`config.mk`:
```
export PLATFORM = sky130hd
export DESIGN_NAME = laser_frame_sched_flat
export DESIGN_NICKNAME = d
export VERILOG_FILES = /design/src/rtl/laser_frame_sched_if.sv /design/src/rtl/laser_frame_sched.sv /design/src/flat_wrapper.sv
export SDC_FILE = /design/constraint.sdc
export NUM_CORES = 1
export LEC_CHECK = 0
export ABC_AREA = 0
export CAP_MARGIN = 30
export CORE_MARGIN = 10
export CORE_UTILIZATION = 47
export CTS_CLUSTER_SIZE = 10
export DETAILED_ROUTE_END_ITERATION = 8
export PLACE_DENSITY_LB_ADDON = 0.25
export REMOVE_ABC_BUFFERS = 1
export SETUP_SLACK_MARGIN = 0.15
export SYNTH_ARGS = -nofsm -noshare
export SYNTH_HDL_FRONTEND = slang
export SYNTH_SLANG_ARGS = --single-unit
```
`constraint.sdc`:
```
create_clock -name CLK -period 4.84 [get_ports CLK]
set_input_delay 0.726 -clock CLK [delete_from_list [all_inputs] [get_ports CLK]]
set_output_delay 0.726 -clock CLK [all_outputs]
set_load 0.02 [all_outputs]
```
`src/rtl/laser_frame_sched_if.sv`:
```
// rtl/laser_frame_sched_if.sv - host point stream, laser core feed, result handshake and status
interface laser_frame_sched_if;
  logic        in_valid;
  logic        in_ready;
  logic [3:0]  in_x;
  logic [3:0]  in_y;
  logic        core_start;
  logic [3:0]  core_x;
  logic [3:0]  core_y;
  logic        core_done;
  logic [15:0] core_c;
  logic        res_valid;
  logic        res_ready;
  logic [15:0] res_c;
  logic        busy;
  logic        err;
  logic [7:0]  frame_cnt;

  modport slave (
    input  in_valid, in_x, in_y, core_done, core_c, res_ready,
    output in_ready, core_start, core_x, core_y, res_valid, res_c, busy, err, frame_cnt
  );

  modport master (
    output in_valid, in_x, in_y, core_done, core_c, res_ready,
    input  in_ready, core_start, core_x, core_y, res_valid, res_c, busy, err, frame_cnt
  );
endinterface

```
`src/rtl/laser_frame_sched.sv`:
```
// rtl/laser_frame_sched.sv - buffers one frame of points, streams it to the laser core, returns the result
module laser_frame_sched #(
  parameter int N_PTS = 40,
  parameter int TMO   = 4095
) (
  input logic                CLK,
  input logic                RST,
  laser_frame_sched_if.slave bus
);
  localparam int AW = (N_PTS > 1) ? $clog2(N_PTS) : 1;
  localparam logic [AW-1:0] LAST_PT  = AW'(N_PTS - 1);
  localparam logic [11:0]   TMO_LAST = 12'(TMO - 1);

  typedef enum logic [2:0] {IDLE, FILL, START, STREAM, WAIT, RESULT} state_t;

  state_t        state_q, state_d;
  logic [AW-1:0] wptr_q, wptr_d;
  logic [AW-1:0] rptr_q, rptr_d;
  logic [11:0]   tmo_q, tmo_d;
  logic [15:0]   res_c_q, res_c_d;
  logic          err_q, err_d;
  logic [7:0]    frame_cnt_q, frame_cnt_d;
  logic          buf_we;
  logic [7:0]    buf_rd;
  logic [7:0]    buf_q [N_PTS];

  always_ff @(posedge CLK or negedge RST) begin
    if (!RST) begin
      state_q     <= IDLE;
      wptr_q      <= '0;
      rptr_q      <= '0;
      tmo_q       <= '0;
      res_c_q     <= '0;
      err_q       <= 1'b0;
      frame_cnt_q <= '0;
    end else begin
      state_q     <= state_d;
      wptr_q      <= wptr_d;
      rptr_q      <= rptr_d;
      tmo_q       <= tmo_d;
      res_c_q     <= res_c_d;
      err_q       <= err_d;
      frame_cnt_q <= frame_cnt_d;
    end
  end

  // Point storage carries no reset; only entries written in the current frame are ever read.
  always_ff @(posedge CLK) begin
    if (buf_we) begin
      buf_q[wptr_q] <= {bus.in_x, bus.in_y};
    end
  end

  always_comb begin
    state_d     = state_q;
    wptr_d      = wptr_q;
    rptr_d      = rptr_q;
    tmo_d       = tmo_q;
    res_c_d     = res_c_q;
    err_d       = err_q;
    frame_cnt_d = frame_cnt_q;
    buf_we      = 1'b0;
    case (state_q)
      IDLE: state_d = FILL;
      FILL: begin
        if (bus.in_valid) begin
          buf_we = 1'b1;
          wptr_d = wptr_q + AW'(1);
          if (wptr_q == '0) begin
            err_d = 1'b0;
          end
          if (wptr_q == LAST_PT) begin
            state_d = START;
          end
        end
      end
      START: begin
        rptr_d  = '0;
        state_d = STREAM;
      end
      STREAM: begin
        rptr_d = rptr_q + AW'(1);
        if (rptr_q == LAST_PT) begin
          tmo_d   = '0;
          state_d = WAIT;
        end
      end
      WAIT: begin
        tmo_d = tmo_q + 12'd1;
        // A completion arriving on the timeout cycle is still a valid result.
        if (bus.core_done) begin
          res_c_d = bus.core_c;
          state_d = RESULT;
        end else if (tmo_q == TMO_LAST) begin
          err_d   = 1'b1;
          res_c_d = 16'hFFFF;
          state_d = RESULT;
        end
      end
      RESULT: begin
        if (bus.res_ready) begin
          frame_cnt_d = frame_cnt_q + 8'd1;
          wptr_d      = '0;
          state_d     = FILL;
        end
      end
      default: state_d = IDLE;
    endcase
  end

  assign buf_rd         = buf_q[rptr_q];
  assign bus.in_ready   = (state_q == FILL);
  assign bus.core_start = (state_q == START);
  assign bus.core_x     = (state_q == STREAM) ? buf_rd[7:4] : 4'd0;
  assign bus.core_y     = (state_q == STREAM) ? buf_rd[3:0] : 4'd0;
  assign bus.res_valid  = (state_q == RESULT);
  assign bus.res_c      = res_c_q;
  assign bus.busy       = (state_q == START) || (state_q == STREAM) || (state_q == WAIT);
  assign bus.err        = err_q;
  assign bus.frame_cnt  = frame_cnt_q;
endmodule

```
`src/flat_wrapper.sv`:
```
// flat-port wrapper written by rule: the top's interface ports become plain ports
module laser_frame_sched_flat 
#(
  parameter int N_PTS = 40,
  parameter int TMO   = 4095
)
  (CLK, RST, bus_in_valid, bus_in_x, bus_in_y, bus_core_done, bus_core_c, bus_res_ready, bus_in_ready, bus_core_start, bus_core_x, bus_core_y, bus_res_valid, bus_res_c, bus_busy, bus_err, bus_frame_cnt);
  laser_frame_sched_if bus_i ();
  input logic CLK;
  input logic RST;
  input wire logic [$bits(bus_i.in_valid)-1:0] bus_in_valid;
  input wire logic [$bits(bus_i.in_x)-1:0] bus_in_x;
  input wire logic [$bits(bus_i.in_y)-1:0] bus_in_y;
  input wire logic [$bits(bus_i.core_done)-1:0] bus_core_done;
  input wire logic [$bits(bus_i.core_c)-1:0] bus_core_c;
  input wire logic [$bits(bus_i.res_ready)-1:0] bus_res_ready;
  output wire logic [$bits(bus_i.in_ready)-1:0] bus_in_ready;
  output wire logic [$bits(bus_i.core_start)-1:0] bus_core_start;
  output wire logic [$bits(bus_i.core_x)-1:0] bus_core_x;
  output wire logic [$bits(bus_i.core_y)-1:0] bus_core_y;
  output wire logic [$bits(bus_i.res_valid)-1:0] bus_res_valid;
  output wire logic [$bits(bus_i.res_c)-1:0] bus_res_c;
  output wire logic [$bits(bus_i.busy)-1:0] bus_busy;
  output wire logic [$bits(bus_i.err)-1:0] bus_err;
  output wire logic [$bits(bus_i.frame_cnt)-1:0] bus_frame_cnt;
  assign bus_i.in_valid = bus_in_valid;
  assign bus_i.in_x = bus_in_x;
  assign bus_i.in_y = bus_in_y;
  assign bus_i.core_done = bus_core_done;
  assign bus_i.core_c = bus_core_c;
  assign bus_i.res_ready = bus_res_ready;
  assign bus_in_ready = bus_i.in_ready;
  assign bus_core_start = bus_i.core_start;
  assign bus_core_x = bus_i.core_x;
  assign bus_core_y = bus_i.core_y;
  assign bus_res_valid = bus_i.res_valid;
  assign bus_res_c = bus_i.res_c;
  assign bus_busy = bus_i.busy;
  assign bus_err = bus_i.err;
  assign bus_frame_cnt = bus_i.frame_cnt;
  laser_frame_sched #(.N_PTS(N_PTS), .TMO(TMO)) u_core (.CLK(CLK), .RST(RST), .bus(bus_i));
endmodule
```
=== After elaboration in Yosys (flattened, before gate mapping) ===
Memories as Yosys holds them, arrays and structs flattened.
Cells that the tools add are included.

* Equal/unequal tests: 16
* Add/sub/neg operators: 4
* Reductions and logical operators: 15
* Muxes and demuxes: 26

{| class="wikitable"
|+ Operators by type and width
! kind !! number
|-
| $mux 16 || 2
|-
| $pmux 12 s2 || 1
|-
| $pmux 6 s2 || 2
|-
| $mux 3 || 6
|-
| $pmux 3 s6 || 1
|-
| $add 12x1->12 const B || 1
|-
| $add 6x1->6 const B || 2
|-
| $eq 12x12->1 const B || 1
|-
| $eq 6x6->1 const B || 2
|-
| $mux 12 || 1
|-
| $mux 6 || 2
|-
| $reduce_and 5->1 || 2
|-
| $reduce_bool 2->1 || 5
|-
| $add 8x1->8 const B || 1
|-
| $mux 1 || 8
|-
| $mux 4 || 2
|-
| $ne 2x1->1 const B || 4
|-
| $eq 3x2->1 const B || 2
|-
| $eq 3x3->1 const B || 2
|-
| $logic_not 6->1 || 1
|-
| $ne 2x2->1 const B || 3
|-
| $reduce_and 2->1 || 3
|-
| $eq 3x1->1 const B || 1
|-
| $logic_not 3->1 || 1
|-
| 4 further kinds || 5
|}

* Logic and storage cells: 69
* Bits of input ports: 29
* Memory bits (writable): 320
* Memories kept: 1
* Flip-flop bits (word level): 52

{| class="wikitable"
|+ Memories
! memory !! words !! width !! read ports !! clocked after Yosys merged registers in !! write ports !! line !! source
|-
| u_core.buf_q || 40 || 8 || 1 || 0 || 1 || laser_frame_sched.sv:25 || <nowiki>logic [7:0] buf_q [N_PTS];</nowiki>
|}

=== Logic depth before layout (Yosys ltp) ===
Gate-level depths: netlist of run 1.

* Word-level depth: 4
* Depth in mapped cells: 9
* Depth with buffers taken out: 6

=== Worst setup path before layout of run 1 ===
Ideal clock, no wire load.

* Path type: reg-to-reg
* From: reg u_core.state_q[0]
* To: mem u_core.buf_q[35][0], enable pin
* Data required time: 4.470 ns
* Setup slack: 2.255 ns
* Path buffers: 1
* Arrival: 2.215 ns
* Cell stages (with the launch flop): 7
* Clock period less this slack: 2.585 ns
* Cells stage by stage: dfrtp_1 clkbuf_1 nor3b_1 nand2_1 nor2_1 nand3_1 nor2_1

* Word-level cells in the longest chain between the ends: 4

{| class="wikitable"
|+ RTL lines
! what !! line !! source
|-
| from (decl) || laser_frame_sched.sv:16 || <nowiki>state_t state_q, state_d;</nowiki>
|-
| from (signal assigned) || laser_frame_sched.sv:37 || <nowiki>state_q <= state_d;</nowiki>
|-
| $eq 3x1->1 || - ||
|-
| named net bus_in_ready || flat_wrapper.sv:17 || <nowiki>output wire logic [$bits(bus_i.in_ready)-1:0] bus_in_ready;</nowiki>
|-
| $mux 1 || laser_frame_sched.sv:63 || <nowiki>case (state_q)</nowiki>
|-
| $mux 1 || laser_frame_sched.sv:49 || <nowiki>if (buf_we) begin</nowiki>
|-
| $mux 1 (implied by the code) || laser_frame_sched.sv:50 || <nowiki>buf_q[wptr_q] <= {bus.in_x, bus.in_y};</nowiki>
|-
| to (decl) || laser_frame_sched.sv:25 ||
|}

The timed path passes the listed nets, and every way through them passes these cells.

=== Worst setup path in the final report of run 1 ===
* From: reg u_core.rptr_q[2]
* To: out bus_core_x[0]

* Word-level cells in the longest chain between the ends: 2

{| class="wikitable"
|+ RTL lines
! what !! line !! source
|-
| from (decl) || laser_frame_sched.sv:18 || <nowiki>logic [AW-1:0] rptr_q, rptr_d;</nowiki>
|-
| from (signal assigned) || laser_frame_sched.sv:39 || <nowiki>rptr_q <= rptr_d;</nowiki>
|-
| $mem_v2 40x8 || - ||
|-
| $mux 4 || laser_frame_sched.sv:114 || <nowiki>assign bus.core_x = (state_q == STREAM) ? buf_rd[7:4] : 4'd0;</nowiki>
|-
| to (decl) || flat_wrapper.sv:19 || <nowiki>output wire logic [$bits(bus_i.core_x)-1:0] bus_core_x;</nowiki>
|}

No other way between the ends.

==> results of run 1 <==
[power breakdown]
group          switching, mW  internal [mW]  total (mW)  leakage [nW]
registers             0.0874           3.65        3.74          3.55
logic                  0.619          0.380       0.998          1.51
clock network           1.19           1.67        2.85         0.582
[state kept, by name, summed over array words and instances (netlist names)]
register and count:
u_core.buf_q 320, u_core.bus.err 1, u_core.bus.frame_cnt 8, u_core.bus.res_c 16, u_core.rptr_q 6, u_core.state_q 3
u_core.tmo_q 12, u_core.wptr_q 6
[how the worst min path moves through the flow]
stage | startpoint | end | slack, ns
2_1_floorplan | RST | u_core.bus.err | 0.43
3_3_place_gp | u_core.tmo_q[11] | u_core.tmo_q[11] | 0.45
3_5_place_dp | u_core.tmo_q[11] | u_core.tmo_q[11] | 0.46
4_1_cts | RST | u_core.bus.frame_cnt[1] | 0.33
5_1_grt | RST | u_core.bus.frame_cnt[1] | 0.36
6_report | RST | u_core.bus.frame_cnt[1] | 0.31
[critical path, stage by stage (launching register included)]
cell	delay [ns]
dfrtp_1	0.42
nor2b_2	0.30
buf_8	0.20
buf_4	0.17
a22oi_1	0.23
a21oi_1	0.19
nor4_1	0.69
o21a_1	0.25
clkdlybuf4s50_1	0.63
[area by class of cell]
cell class / count / area, um2 / share of cell area, %
flip-flops and latches: 372 / 10910 / 63.08
multi-input cells: 495 / 3785 / 21.88
clock buffers: 62 / 1179 / 6.812
repair buffers: 90 / 865.8 / 5.004
well taps: 402 / 503.0 / 2.907
clock inverters: 3 / 28.78 / 0.1663
inverters: 7 / 26.28 / 0.1519
[synthesized netlist by cell type (all sizes together) (2+ instances only)]
cell	count
a22oi	65
a31oi	4
nor3	3
and4	2
xnor2	5
clkbuf	33
nand3	9
o21a	8
buf	26
dfrtp	52
nand2	37
a21oi	45
or2	2
nand3b	2
mux4	16
a22o	2
nand2b	6
o21ai	24
and3	4
and2	5
edfxtp	320
ha	6
o22a	16
nand4	10
nor2	59
xor2	5
mux2i	139
nor2b	4
inv	7
nor4	8
[routing by layer]
layer | vias to the layer above | wire length, um
met5 | - | 0
met4 | 0 | 959
met3 | 62 | 2386
met2 | 282 | 15060
met1 | 4163 | 14860
li1 | 3781 | -
[kinds of logic (layout without fill, tap and decap cells)]
logic type	after synthesis	after routing	synth area share (%)
xor gates and xnor gates	10	10	0.5843
DFF	372	372	72.79
buffers and inverters	66	162	2.012
AOI/OAI and AO/OA	166	166	7.304
adders and majority gates	6	6	0.5008
muxes	156	156	11.76
and+or+nand+nor	157	157	5.050
==> impl_metrics.tcl, run 1 <==
set metrics [dict create \
    ys_seq_area_share_pct 72.79 \
    synthFlopType "edfxtp_1" \
    die_w_um 198.6 \
    synth-edff-count 320 \
    syn_inst 933 \
    yosys_warnings 0 \
    post-route-period-util_pct 89.91 \
    drc_errors 0 \
    max-clock-path-buffers 3 \
    portBuffers 65 \
    die_h_um 198.6 \
    wl_per_cell_um 23.25 \
    use_met3_pct 4.444 \
    grt_pass1_wl_mm 50.78 \
    clock_latency_ns 0.55 \
    slew_violations 0 \
    drt_iter0_markers 714 \
    clk_pin_slew_ns 0.06 \
    synth.cell_area_mm2 0.01499 \
    setup-tns-final_ns 0 \
    fillCellCount 2426 \
    netlist.area_leader.share_pct 64.11 \
    cp_max_fo 14 \
    r2r_slack_ns 2.00 \
    via_count 8288 \
    fin_util_pct 54.97 \
    antenna_found_initial 0 \
    holdWs_ns 0.3109 \
    dr.pass1.iters 5 \
    dp_hpwl_mm 20.64 \
    worstSetupPathType "register to primary output" \
    cts_sinks 372 \
    overflow 0 \
    placementRows 65 \
    diodes 0 \
    r2r_end "u_core.buf_q[11][7]" \
    htreeDepth 2 \
    die_area_mm2 0.03944 \
    dp_cells 1366 \
    outcome "complete, no violations" \
    grt_pass1_vias 8406 \
    r2r_cells 5 \
    worst_ep_arrival_time_ns 3.63 \
    met2_usage_pct 26.03 \
    cp-startpoint "u_core.rptr_q[2]" \
    final_layout_size_suffix_gt1_share_pct 9.329 \
    start_kind "register" \
    synthTopCellsByArea "edfxtp_1 (64%), mux2i_1 (9.3%), dfrtp_1 (8.7%)" \
    end_kind "primary output" \
    power_leakage_nw 5.639 \
    endpoint "bus_core_x[0]" \
    post_dp_cell_area_mm2 0.01609 \
    hold_class "input port to asynchronous set/reset pin" \
    synth_area_per_cell_um2 16.07 \
    track_usage_pct 16.96 \
    layout_common_cells "edfxtp_1 (320), mux2i_1 (139), a22oi_1 (65)" \
    period_needed_ns 4.352 \
    fin_worst_skew_ns 0.01320 \
    start_util_pct 47.62 \
    post_cts_buffers 0 \
    fin_cells 1431 \
    synthToLayoutAreaGrowth_pct 15.43 \
    cts_buffers 43 \
    place_congestion 0.8440 \
    cts_resized 0 \
    viasPerCell 5.792 \
    ir_drop_mv 0.3387 \
    p_total_mw 7.590 \
    setup_viol 0 \
    root_buffer "clkbuf_16" \
    cap_violations 0 \
    use_met1_pct 22.88 \
    cts_hold_buf 0 \
    mostFrequentLayoutCell "edfxtp_1" \
    rsz0062_at_grt "false" \
    core_region_area_mm2 0.03147 \
    max_freq_mhz 229.8 \
    worst_pin_slew_ns 0.9976 \
    pre_cts_slack_ns 1.082 \
    timing.rr.start "u_core.state_q[0]" \
    io_pins 66 \
    hold_viol 0 \
    yosysTopAreaCell "edfxtp_1" \
    layout_setup_ws_ns 0.4881 \
    stdcell_area_mm2 0.01730 \
    async_flop_share_pct 13.98 \
    grt_max_degree 53 \
    worst_ep_required_time_ns 4.11 \
    cts_tree "yes" \
    slew_headroom_pct 33.42 \
    final_nets 1044 \
    ys_ff_latch 372 \
    postRouteAntennaNets 0 \
    synth_cell_type_count 43 \
    drt-total-wl_mm 33.27 \
    power_density_mw_per_mm2 438.7 \
    busiest_layer "met2" \
]
Power figures use the tool's default switching activity.
==> run 2: changes to the inputs <==
--- a/config.mk
+++ b/config.mk
@@ -11,7 +11,7 @@
 export CORE_UTILIZATION = 47
 export CTS_CLUSTER_SIZE = 10
 export DETAILED_ROUTE_END_ITERATION = 8
-export PLACE_DENSITY_LB_ADDON = 0.25
+export PLACE_DENSITY_LB_ADDON = 0.2
 export REMOVE_ABC_BUFFERS = 1
 export SETUP_SLACK_MARGIN = 0.15
 export SYNTH_ARGS = -nofsm -noshare
==> run 2 against run 1 <==
  * Worst setup slack lost 0.25 ns
  * Cell count shrank 0.14%
  * Global-route usage grew 0.58 points
  * Utilization shrank 0.087 points
  * Clock power is essentially flat
  * Critical endpoint is now bus_core_x[3]
  * Hold slack lost 0.018 ns
==> impl_metrics.tcl, run 2 (same netlist as run 1, synthesis figures left out) <==
set metrics [dict create \
    wl_per_cell_um 24.10 \
    internal_power_mw 5.659 \
    setup_viol 0 \
    synthToLayoutAreaGrowth_pct 15.24 \
    hold_class "input port to asynchronous set/reset pin" \
    portBuffers 65 \
    grt_pass1_vias 8294 \
    cpPeakStageDelay_ns 0.76 \
    final_nets 1041 \
    end_kind "primary output" \
    slew_headroom_pct 28.66 \
    dr.pass1.iters 5 \
    fin_worst_skew_ns 0.01980 \
    max-clock-path-buffers 3 \
    post-route-period-util_pct 95.16 \
    hold_viol 0 \
    layout_common_cells "edfxtp_1 (320), mux2i_1 (139), a22oi_1 (65)" \
    dp_cells 1363 \
    place_congestion 0.8619 \
    swShare_pct 25.55 \
    drt_iter0_markers 739 \
    largest_reg_flops 320 \
    outcome "complete, no violations" \
    crit_path_top_delay_cell "nor4_1" \
    track_usage_pct 17.54 \
    max_freq_mhz 217.1 \
    viasPerCell 5.803 \
    final_layout_size_suffix_gt1_share_pct 9.250 \
    core_region_area_mm2 0.03147 \
    p_switching_mw 1.942 \
    cp_max_fo 26 \
    clock_latency_ns 0.55 \
    stdcell_area_mm2 0.01727 \
    cts_sinks 372 \
    power_density_mw_per_mm2 440.0 \
    overflow 0 \
    power_leakage_nw 5.618 \
    placementRows 65 \
    clk_pin_slew_ns 0.06 \
    diodes 0 \
    grt_max_degree 53 \
    period_needed_ns 4.606 \
    cts_hold_buf 0 \
    grt_pass1_wl_mm 52.13 \
    path_cells "buf_4 -> mux2i_1 -> a22oi_1 -> a21oi_1 -> nor4_1 -> o21a_1 -> clkdlybuf4s50_1" \
    worst_pin_slew_ns 1.065 \
    p_clk_share_pct 37.1 \
    cts_buffers 43 \
    setup-tns-final_ns 0 \
    drc_errors 0 \
    antenna_found_initial 0 \
    die_h_um 198.6 \
    drt-total-wl_mm 34.45 \
    worst_ep_arrival_time_ns 3.88 \
    postRouteAntennaNets 0 \
    top_register "u_core.buf_q" \
    ir_drop_mv 0.3025 \
    io_pins 66 \
    cap_violations 0 \
    layout_setup_ws_ns 0.2345 \
    start_kind "register" \
    root_buffer "clkbuf_16" \
    die_area_mm2 0.03944 \
    power_frac_comb_pct 13.5 \
    dp_hpwl_mm 22.21 \
    pre_cts_slack_ns 0.8681 \
    rsz0062_at_grt "false" \
    mostFrequentLayoutCell "edfxtp_1" \
    pwr-share-seq_pct 49.3 \
    post_dp_cell_area_mm2 0.01606 \
    htreeDepth 2 \
    start_util_pct 47.62 \
    cts_tree "yes" \
    fin_cells 1429 \
    r2r_slack_ns 1.85 \
    via_count 8293 \
    fillCellCount 2437 \
    slew_violations 0 \
    worstSetupPathType "register to primary output" \
    p_total_mw 7.601 \
    die_w_um 198.6 \
    worst_ep_required_time_ns 4.11 \
]
[run 2: final cells by class]
| class | count | area [um2] | share of cell area [%] |
|---|---|---|---|
| Sequential cell | 372 | 10920 | 63.19 |
| Clock buffer | 62 | 1147 | 6.642 |
| Clock inverter | 4 | 56.30 | 0.3259 |
| Multi-Input combinational cell | 495 | 3802 | 22.01 |
| Inverter | 7 | 26.28 | 0.1521 |
| Tap cell | 402 | 503.0 | 2.912 |
| Timing Repair Buffer | 87 | 823.3 | 4.766 |
[run 2: repair_timing]
action | in CTS | in global routing
buffers inserted | 0 | 0
endpoints found under the setup margin | 0 | 4
resized for setup | 0 | 3
[run 2: worst paths after layout]
check | start | endpoint | cells after the start
setup / recovery | u_core.rptr_q[0] | bus_core_x[3] | 7
hold / removal | RST | u_core.bus.frame_cnt[3] | 2
setup reg to reg | u_core.rptr_q[0] | u_core.tmo_q[5] | 8
hold reg to reg | u_core.tmo_q[4] | u_core.tmo_q[4] | 1
max in group asynchronous | RST | u_core.rptr_q[0] | 2
min in group CLK | u_core.tmo_q[4] | u_core.tmo_q[4] | 1
[run 2: stage by stage]
step	utilization, %	hold WS [ns]
after detailed placement	51.02	0.4580
after CTS	54.84	0.3182
after floorplan	-	0.4304
after global placement	50.99	0.4532
after global routing	54.88	0.3390
final	54.88	0.2932
[run 2: worst max-delay path, delay by kind of cell (launching register included)]
kind                   cells  cell delay [ns]
AOI/OAI and AO/OA          3             0.51
buffers and inverters      2             1.12
DFF                        1             0.73
muxes                      1             0.18
and+or+nand+nor            1             0.76
[run 2: power groups by stage]
stage / Clock (mW) / Sequential, mW / Combinational (mW)
floorplan: 0 / 3.88 / 0.637
global placement: 0 / 3.81 / 1.03
detailed placement: 0 / 3.81 / 1.03
CTS: 2.88 / 3.75 / 1.03
global route: 2.99 / 3.77 / 1.10
finish: 2.82 / 3.75 / 1.03
[run 2: metal layers]
metal	up-vias	GRT usage (%)	routed length (um)
li1	3774	-	-
met1	4181	23.45	15080
met2	270	27.45	16010
met3	68	4.579	2435
met4	0	5.595	921
met5	-	0	0
==> run 3: changes to the inputs <==
--- a/config.mk
+++ b/config.mk
@@ -12,8 +12,8 @@
 export CTS_CLUSTER_SIZE = 10
 export DETAILED_ROUTE_END_ITERATION = 8
 export PLACE_DENSITY_LB_ADDON = 0.2
-export REMOVE_ABC_BUFFERS = 1
 export SETUP_SLACK_MARGIN = 0.15
+export SLEW_MARGIN = 20
 export SYNTH_ARGS = -nofsm -noshare
 export SYNTH_HDL_FRONTEND = slang
 export SYNTH_SLANG_ARGS = --single-unit
==> run 3 against run 2 <==
  * Power is 0.20% higher
  * Non-clock buffer count is 2 lower
  * Via count is 0.20% lower
  * Sequential share of layout area is 0.090 points lower
  * Critical path depth stayed put
==> impl_metrics.tcl, run 3 (same netlist as run 1, synthesis figures left out) <==
set metrics [dict create \
    mostFrequentLayoutCell "edfxtp_1" \
    crit_family "buffers and inverters" \
    dp_hpwl_mm 21.81 \
    place_congestion 0.8618 \
    worst_pin_slew_ns 0.9693 \
    track_usage_pct 17.57 \
    layout_common_cells "edfxtp_1 (320), mux2i_1 (139), a22oi_1 (65)" \
    root_buffer "clkbuf_16" \
    timing.rr.start "u_core.state_q[0]" \
    max-clock-path-buffers 3 \
    overflow 0 \
    worst-path-buf-inv 2 \
    setup_viol 0 \
    outcome "complete, no violations" \
    post_dp_cell_area_mm2 0.01609 \
    fillCellCount 2469 \
    slew_violations 0 \
    setup-tns-final_ns 0 \
    wl_per_cell_um 24.19 \
    portBuffers 65 \
    worst_ep_arrival_time_ns 3.76 \
    cts_tree "yes" \
    cp-startpoint "u_core.rptr_q[0]" \
    antenna_found_initial 0 \
    cpPeakStageDelay_ns 0.79 \
    slew_headroom_pct 35.14 \
    via_count 8276 \
    drt_iter0_markers 695 \
    power_density_mw_per_mm2 440.4 \
    p_total_mw 7.617 \
    synthToLayoutAreaGrowth_pct 15.39 \
    drc_errors 0 \
    crit_path_top_delay_cell "dfrtp_4" \
    grt_pass1_wl_mm 52.38 \
    final_nets 1039 \
    die_w_um 198.6 \
    core_region_area_mm2 0.03147 \
    cts_buffers 43 \
    period_needed_ns 4.482 \
    cts_resized 0 \
    worstSetupPathType "register to primary output" \
    r2r_end "u_core.buf_q[35][4]" \
    ir_drop_mv 0.2497 \
    path_cells "buf_4 -> mux2i_1 -> a22oi_1 -> a21oi_1 -> nor4_1 -> o21a_1 -> clkdlybuf4s50_1" \
    cp.depth 7 \
    cts_sinks 372 \
    final_layout_size_suffix_gt1_share_pct 8.674 \
    holdWs_ns 0.1939 \
    worst_ep_required_time_ns 4.11 \
    endpoint "bus_core_x[0]" \
    r2r_slack_ns 1.85 \
    diodes 0 \
    clock_latency_ns 0.52 \
    hold_class "input port to asynchronous set/reset pin" \
    die_area_mm2 0.03944 \
    start_kind "register" \
    top_register "u_core.buf_q" \
    rsz0062_at_grt "false" \
    cap_violations 0 \
    io_pins 66 \
    start_util_pct 47.62 \
    cp_max_fo 28 \
    dr.pass1.iters 5 \
    syn-num-nets 968 \
    post-route-period-util_pct 92.60 \
    stdcell_area_mm2 0.01730 \
    cts_hold_buf 0 \
    grt_pass1_vias 8363 \
    viasPerCell 5.796 \
    drt-total-wl_mm 34.55 \
    r2r_cells 5 \
    hold_viol 0 \
    fin_cells 1428 \
    power_leakage_nw 5.619 \
    max_freq_mhz 223.1 \
    end_kind "primary output" \
    dp_cells 1361 \
    placementRows 65 \
    fin_worst_skew_ns 0.009050 \
    largest_reg_flops 320 \
    die_h_um 198.6 \
    clk_pin_slew_ns 0.06 \
    htreeDepth 2 \
    post_cts_buffers 0 \
    grt_max_degree 41 \
    postRouteAntennaNets 0 \
]
==> run 3: worst min path at each step <==
stage                          startpoint                  end  slack, ns  cells after the start
final                                 RST     u_core.tmo_q[11]       0.19                      1
after global routing                  RST    u_core.state_q[2]       0.22                      1
after CTS                             RST  u_core.bus.res_c[1]       0.20                      1
after detailed placement  u_core.tmo_q[6]      u_core.tmo_q[6]       0.46                      1
after global placement    u_core.tmo_q[6]      u_core.tmo_q[6]       0.45                      1
after floorplan                       RST       u_core.bus.err       0.43                      0
==> run 3: power breakdown <==
part | leakage [nW] | switching (mW) | internal [mW]
logic | 1.49 | 0.636 | 0.381
registers | 3.55 | 0.106 | 3.65
clock network | 0.581 | 1.15 | 1.69
==> run 3: final cells by class <==
cell class	count	area, um2	share of cell area, %
sequential	372	10910	63.10
multi-input combinational	495	3795	21.94
clock buffer	67	1209	6.988
timing repair buffer	85	849.6	4.912
tap	402	503.0	2.908
inverter	7	26.28	0.1519
==> run 3: worst reg2reg max path: cells and delay by family (launching register included) <==
family	cells	cell delay [ns]
flops	1	0.61
simple gates	5	2.01
==> run 3: per-layer routing <==
layer	GRT usage, %	wire length, um	vias up	part of all wire (%)
li1	-	-	3766	-
met1	24.26	15180	4153	44
met2	26.71	15750	302	46
met3	4.376	2671	55	7.7
met4	5.764	940	0	2.7
met5	0	0	-	0
==> run 3: stage by stage <==
step / setup WS, ns / utilization, %
after floorplan: 2.255 / -
after global placement: 1.001 / 51.08
after detailed placement: 0.9452 / 51.12
after CTS: 0.3535 / 54.96
after global routing: 0.2968 / 54.96
final: 0.3580 / 54.96
